$ cat config.mk
export PLATFORM = sky130hd
export DESIGN_NAME = combo_lock_rx
export DESIGN_NICKNAME = d
export VERILOG_FILES = /design/src/rtl/combo_pkg.sv /design/src/rtl/key_rx_sync.sv /design/src/rtl/combo_lock_rx.sv
export SDC_FILE = /design/constraint.sdc
export NUM_CORES = 1
export LEC_CHECK = 0
export ABC_CLOCK_PERIOD_IN_PS = 3500
export BUFFER_PORTS_ARGS = -buffer_cell sky130_fd_sc_hd__buf_2
export CAP_MARGIN = 40
export CORE_ASPECT_RATIO = 1.4
export CORE_UTILIZATION = 40
export CTS_CLUSTER_SIZE = 24
export DETAILED_ROUTE_END_ITERATION = 6
export GPL_TIMING_DRIVEN = 0
export HOLD_SLACK_MARGIN = 0.12
export PLACE_DENSITY = 0.58
export SETUP_SLACK_MARGIN = 0.4
export SYNTH_ARGS = -nofsm -noshare
export SYNTH_HDL_FRONTEND = slang
export SYNTH_HIERARCHICAL = 1
export SYNTH_SLANG_ARGS = --single-unit
$ cat constraint.sdc
create_clock -name clk -period 3.5 [get_ports clk]
set_input_delay 0.35 -clock clk [delete_from_list [all_inputs] [get_ports clk]]
set_output_delay 0.35 -clock clk [all_outputs]
set_load 0.02 [all_outputs]
$ cat src/rtl/combo_pkg.sv
// Shared state encoding and keypad constants for the combination-lock receiver.
// Used by combo_lock_rx and key_rx_sync.
package combo_pkg;

    typedef enum logic [2:0] {
        LOCKED,
        CHECK,
        OPEN,
        SET,
        LOCKOUT
    } lock_state_t;

    localparam logic [3:0] KEY_SET   = 4'hA;
    localparam logic [3:0] KEY_LOCK  = 4'hD;
    localparam logic [3:0] KEY_ENTER = 4'hE;
    localparam logic [3:0] KEY_CLEAR = 4'hF;

    function automatic logic isDigit(input logic [3:0] keyCode);
        return keyCode <= 4'h9;
    endfunction

endpackage

$ cat src/rtl/key_rx_sync.sv
// Keypad link receiver: synchronises the remote key bus and turns each
// falling edge of the active-low valid strobe into a single-cycle key event.
module key_rx_sync
    import combo_pkg::*;
(
    input  logic       clk,
    input  logic       rst_n,
    input  logic [3:0] key_code,
    input  logic       key_validn,
    output logic       key_strobe,
    output logic [3:0] key_last
);

    logic       r_validSync1;
    logic       r_validSync2;
    logic       r_validPrev;
    logic [3:0] r_codeSync1;
    logic [3:0] r_codeSync2;
    logic       r_strobe;
    logic [3:0] r_last;
    logic       w_fall;

    // The code bus is held stable while valid is low, so sampling it through
    // the same two stages is enough to line it up with the edge.
    assign w_fall = r_validPrev & ~r_validSync2;

    always_ff @(posedge clk or negedge rst_n) begin
        if (!rst_n) begin
            r_validSync1 <= 1'b1;
            r_validSync2 <= 1'b1;
            r_validPrev  <= 1'b1;
            r_codeSync1  <= 4'h0;
            r_codeSync2  <= 4'h0;
            r_strobe     <= 1'b0;
            r_last       <= 4'h0;
        end else begin
            r_validSync1 <= key_validn;
            r_validSync2 <= r_validSync1;
            r_validPrev  <= r_validSync2;
            r_codeSync1  <= key_code;
            r_codeSync2  <= r_codeSync1;
            r_strobe     <= w_fall;
            if (w_fall) begin
                r_last <= r_codeSync2;
            end
        end
    end

    assign key_strobe = r_strobe;
    assign key_last   = r_last;

endmodule

$ cat src/rtl/combo_lock_rx.sv
// Combination lock fed by the keypad link. Define COMBO_LOCKOUT_EN to build
// the timed LOCKOUT state and alarm; otherwise fail_count simply saturates.
module combo_lock_rx
    import combo_pkg::*;
#(
    parameter int                     COMBO_LEN      = 4,
    parameter logic [4*COMBO_LEN-1:0] DEFAULT_COMBO  = 16'h1234,
    parameter int                     MAX_FAIL       = 3,
    parameter int                     LOCKOUT_CYCLES = 250_000_000
) (
    input  logic                          clk,
    input  logic                          rst_n,
    input  logic [3:0]                    key_code,
    input  logic                          key_validn,
    output logic                          key_strobe,
    output logic [3:0]                    key_last,
    output logic                          unlocked,
    output logic                          set_mode,
    output logic                          alarm,
    output logic [$clog2(MAX_FAIL+1)-1:0] fail_count,
    output logic [2:0]                    entry_count,
    output logic [4*COMBO_LEN-1:0]        entry
);

    localparam int         EW   = 4 * COMBO_LEN;
    localparam int         FW   = $clog2(MAX_FAIL + 1);
    localparam logic [2:0] FULL = 3'(COMBO_LEN);

    logic          w_keyStrobe;
    logic [3:0]    w_keyLast;

    lock_state_t   r_state,      w_stateNext;
    logic [EW-1:0] r_entry,      w_entryNext;
    logic [2:0]    r_entryCount, w_entryCountNext;
    logic [FW-1:0] r_failCount,  w_failCountNext;
    logic [EW-1:0] r_combo,      w_comboNext;

    logic [EW-1:0] w_entryShift;
    logic          w_collect;
    logic          w_match;
    logic [FW-1:0] w_failInc;

`ifdef COMBO_LOCKOUT_EN
    localparam int TW = (LOCKOUT_CYCLES > 1) ? $clog2(LOCKOUT_CYCLES) : 1;
    logic [TW-1:0] r_timer, w_timerNext;
`endif

    key_rx_sync u_keyRx (
        .clk        (clk),
        .rst_n      (rst_n),
        .key_code   (key_code),
        .key_validn (key_validn),
        .key_strobe (w_keyStrobe),
        .key_last   (w_keyLast)
    );

    assign w_entryShift = (r_entry << 4) | EW'(w_keyLast);
    assign w_collect    = w_keyStrobe && isDigit(w_keyLast) && (r_entryCount != FULL);
    assign w_match      = (r_entryCount == FULL) && (r_entry == r_combo);
    assign w_failInc    = r_failCount + FW'(1);

    always_comb begin
        w_stateNext      = r_state;
        w_entryNext      = r_entry;
        w_entryCountNext = r_entryCount;
        w_failCountNext  = r_failCount;
        w_comboNext      = r_combo;
`ifdef COMBO_LOCKOUT_EN
        w_timerNext      = r_timer;
`endif
        case (r_state)
            LOCKED: begin
                if (w_collect) begin
                    w_entryNext      = w_entryShift;
                    w_entryCountNext = r_entryCount + 3'd1;
                end else if (w_keyStrobe && w_keyLast == KEY_CLEAR) begin
                    w_entryNext      = '0;
                    w_entryCountNext = '0;
                end else if (w_keyStrobe && w_keyLast == KEY_ENTER) begin
                    w_stateNext = CHECK;
                end
            end
            CHECK: begin
                w_entryNext      = '0;
                w_entryCountNext = '0;
                if (w_match) begin
                    w_stateNext     = OPEN;
                    w_failCountNext = '0;
                end else begin
`ifdef COMBO_LOCKOUT_EN
                    w_failCountNext = w_failInc;
                    if (w_failInc == FW'(MAX_FAIL)) begin
                        w_stateNext = LOCKOUT;
                        w_timerNext = TW'(LOCKOUT_CYCLES - 1);
                    end else begin
                        w_stateNext = LOCKED;
                    end
`else
                    w_stateNext = LOCKED;
                    if (r_failCount != FW'(MAX_FAIL)) begin
                        w_failCountNext = w_failInc;
                    end
`endif
                end
            end
            OPEN: begin
                if (w_keyStrobe && w_keyLast == KEY_LOCK) begin
                    w_stateNext = LOCKED;
                end else if (w_keyStrobe && w_keyLast == KEY_SET) begin
                    w_stateNext      = SET;
                    w_entryNext      = '0;
                    w_entryCountNext = '0;
                end
            end
            SET: begin
                // A short entry on ENTER abandons the change, same as CLEAR.
                if (w_collect) begin
                    w_entryNext      = w_entryShift;
                    w_entryCountNext = r_entryCount + 3'd1;
                end else if (w_keyStrobe && (w_keyLast == KEY_ENTER || w_keyLast == KEY_CLEAR)) begin
                    if (w_keyLast == KEY_ENTER && r_entryCount == FULL) begin
                        w_comboNext = r_entry;
                    end
                    w_stateNext      = OPEN;
                    w_entryNext      = '0;
                    w_entryCountNext = '0;
                end
            end
`ifdef COMBO_LOCKOUT_EN
            LOCKOUT: begin
                if (r_timer == '0) begin
                    w_stateNext     = LOCKED;
                    w_failCountNext = '0;
                end else begin
                    w_timerNext = r_timer - TW'(1);
                end
            end
`endif
            default: begin
                w_stateNext = LOCKED;
            end
        endcase
    end

    always_ff @(posedge clk or negedge rst_n) begin
        if (!rst_n) begin
            r_state      <= LOCKED;
            r_entry      <= '0;
            r_entryCount <= '0;
            r_failCount  <= '0;
            r_combo      <= DEFAULT_COMBO;
`ifdef COMBO_LOCKOUT_EN
            r_timer      <= '0;
`endif
        end else begin
            r_state      <= w_stateNext;
            r_entry      <= w_entryNext;
            r_entryCount <= w_entryCountNext;
            r_failCount  <= w_failCountNext;
            r_combo      <= w_comboNext;
`ifdef COMBO_LOCKOUT_EN
            r_timer      <= w_timerNext;
`endif
        end
    end

    assign key_strobe  = w_keyStrobe;
    assign key_last    = w_keyLast;
    assign unlocked    = (r_state == OPEN) || (r_state == SET);
    assign set_mode    = (r_state == SET);
`ifdef COMBO_LOCKOUT_EN
    assign alarm       = (r_state == LOCKOUT);
`else
    assign alarm       = 1'b0;
`endif
    assign fail_count  = r_failCount;
    assign entry_count = r_entryCount;
    assign entry       = r_entry;

endmodule
==> run_results.csv <==
group,metric,value,unit
grt,antenna_found_initial,0,
yosys,synth-seq-cells,55,
floorplan,die-area,6540,um^2
worst_setup_path,crit_type,"reg -> reg",
placed_design,io_buffer_count,34,
floorplan,num_io_pins,36,
clock_tree,cts-resized-gates,0,
power_and_ir_drop,cellPowerDensity,645,nW/um^2
layout,finalNetCount,237,
worst_setup_path,critical_path.endpoint_type,"register",
yosys,ys.warnings.count,6,
power_and_ir_drop,peakVddDrop,269,uV
clock_tree,clk_path_buf_depth,2,
yosys,synth_top_cell_by_area,"dfrtp_1",
yosys,synth_edf_count,0,
yosys,synth.area.top_cells,"dfrtp_1, dfstp_2, mux2_4",
route,drt_iter0_drc,80,
placed_design,placed_cell_area,2770,um^2
grt,grt_start_max_net_pins,29,
run,cap_violations,0,
worst_setup_path,required,3.69,ns
route,dr.pass1.iters,4,
yosys,async_flop_share,100,%
route,post-route-drc-count,0,
floorplan,die_x,68.6,um
timing,final.setup.tns,0,ns
route,routed_wl,4650,um
floorplan,die_y,95.3,um
floorplan,core_area,5950,um^2
floorplan,placementRows,33,
layout,design_area,2880,um^2
power_and_ir_drop,pwr-share-comb,34.7,%
power_and_ir_drop,power.net_switching,0.000698,W
clock_tree,clk_pin_slew,0.09,ns
clock_tree,cts_tree,"built",
placed_design,routabilityCongestion,0.734,
timing,tightest_slew,0.664,ns
placed_design,dp.cells,284,
worst_setup_path,path_max_fanout,10,
grt,first_global_vias,1492,
clock_tree,cts_num_sinks,55,
timing,fin_skew,0.00780,ns
clock_tree,clock_latency,0.30,ns
floorplan,initial_utilization,41.8,%
yosys,synth_cells,179,
placed_design,dp_hpwl,3270,um
timing,setup_viol,0,
layout,syn_to_final_growth,15.8,%
timing,slew_violations,0,
yosys,yosys.area.top_type_share,47.3,%
grt,grt_overflow,0,
clock_tree,cts_setup_buffers,0,
worst_setup_path,cp-start-kind,"register",
yosys,synth-main-ff-cell,"dfrtp_1",
power_and_ir_drop,p_seq_share,45.7,%
power_and_ir_drop,power_frac_clock,19.6,%
route,route.antenna.remaining_nets,0,
yosys,synth.distinct_cells,46,
layout,finalNonFillerCells,294,
hold_path,hold_class,"in -> reg",
timing,hold_viol,0,
power_and_ir_drop,p_sw_share,37.6,%
timing,rsz0062_at_grt,"false",
timing,slew-limit-headroom,55.7,%
power_and_ir_drop,p_int,0.00116,W
timing,finalCriticalPeriod,2.08,ns
grt,grt_pass1_wl,7570,um
clock_tree,ctsHoldBuffers,1,
route,viasPerCell,5.28,
yosys,ys_seq_area_share,55.7,%
outcome,outcome,"complete, no violations",
yosys,syn_area,2490,um^2
yosys,syn_area_per_cell,13.9,um^2
clock_tree,cts_htree_levels,2,
clock_tree,numCtsBuffers,5,
timing,period_share,59.4,%
clock_tree,root_buffer,"clkbuf_8",
route,avgRoutedWirePerCell,15.8,um
worst_setup_path,worst_ep_arrival_time,2.27,ns
layout,drive_gt1_share,39.7,%
layout,fillers,535,
timing,fmax,481,MHz
power_and_ir_drop,p_leak,1.43,nW
route,via_count,1553,
grt,grtUsageTotal,16.0,%
layout,n_antenna_cell,0,
power_and_ir_drop,p_total,0.00186,W
yosys,synth_nets,193,
## path summary, 6_finish.rpt
path | startpoint | endpoint | slack [ns] | cells past startpoint
worst max-delay path | r_state[0] | entry[2] | 1.42 | 8
max in group asynchronous | rst_n | r_combo[2] | 2.24 | 3
worst max register to register | r_state[0] | entry[2] | 1.42 | 8
worst min register to register | u_keyRx/r_validSync1 | u_keyRx/r_validSync2 | 0.36 | 0
min in group asynchronous | rst_n | r_combo[10] | 0.60 | 2
worst min-delay path | key_code[1] | u_keyRx/r_codeSync1[1] | 0.15 | 1
## cells in the mapped netlist (2+ instances only)
| cell type | instances |
|---|---|
| nand3_1 | 2 |
| nor3_1 | 3 |
| nor4b_1 | 2 |
| xnor2_1 | 17 |
| inv_1 | 5 |
| nor2b_1 | 2 |
| dfrtp_1 | 47 |
| dfstp_2 | 8 |
| or2_2 | 2 |
| a21oi_1 | 4 |
| nor2_1 | 2 |
| and2_1 | 2 |
| a22o_1 | 16 |
| buf_6 | 2 |
| buf_4 | 3 |
| ha_1 | 7 |
| o21ai_0 | 2 |
| mux2_2 | 7 |
| and3_1 | 2 |
| nand4_1 | 4 |
| buf_2 | 2 |
| mux2_4 | 14 |
## cells in the final DEF, fill, tap and decap left out, types with 2 or more instances in the layout
cell and n:
a21oi_1 4, a22o_1 16, and2_1 2, and3_1 2, buf_12 2, buf_2 36
buf_4 3, buf_6 2, clkbuf_8 6, dfrtp_1 47, dfstp_2 8, dlygate4sd3_1 2
ha_1 7, inv_1 5, mux2_2 7, mux2_4 14, nand3_1 2, nand4_1 4
nor2_1 2, nor2b_1 2, nor3_1 3, nor4b_1 2, o21ai_0 2, or2_2 2
xnor2_1 17
## registers in the layout (all words and copies together) (netlist names), 2 cells and up
name and cells:
r_combo 16, entry_count 3, u_keyRx/r_codeSync2 4, entry 16, r_state 2, u_keyRx/key_last 4, fail_count 2, u_keyRx/r_codeSync1 4
## routing by layer
metal,GRT usage [%],vias to the layer above,part of all wire [%]
li1,-,729,-
met1,22.1,778,47
met4,4.86,0,1.2
met2,24.5,39,49
met3,3.95,7,3.0
met5,0,-,0
## stage by stage
step                      util [%]  hold WS (ns)  setup WS, ns
after floorplan                  -        0.0544          1.44
after global placement        46.2         0.333          1.46
after detailed placement      46.5         0.347          1.44
after CTS                     48.3         0.124          1.42
after global routing          48.4         0.121          1.31
final                         48.4         0.151          1.42
## power groups by stage
stage	combinational, W	sequential, W	clock, W
2_1_floorplan	0.000360	0.000922	0
3_3_place_gp	0.000641	0.000860	0
3_5_place_dp	0.000652	0.000863	0
4_1_cts	0.000655	0.000852	0.000377
5_1_grt	0.000711	0.000866	0.000401
6_report	0.000646	0.000849	0.000364
## critical path: stages (launching register included)
cell and delay (ns):
dfrtp_1 0.42, ha_1 0.22, buf_4 0.17, nor3_1 0.19, o22ai_1 0.16, and3_1 0.19, buf_2 0.18, buf_4 0.19
a22o_2 0.26
## kinds of logic after synthesis
kind of cell	Yosys count	synth area share (%)
flops	55	55.7
simple gates	32	8.75
compound gates	31	9.91
mux	22	12.0
xor+xnor	17	5.99
buf+inv	14	3.92
fa+ha+maj	7	3.52
other cells	1	0.151
## final cells by class
cell class                      instances  area (um^2)  area share, %
Buffer                                  8         75.1           2.61
Clock buffer                            7         86.3           3.00
Inverter                                6         22.5          0.782
Multi-Input combinational cell        110         1000           34.8
Tap cell                               70         87.6           3.04
Timing Repair Buffer                   37          210           7.30
Clock inverter                          1         8.76          0.304
Sequential cell                        55         1390           48.1
(Power assumes the default switching activity.)
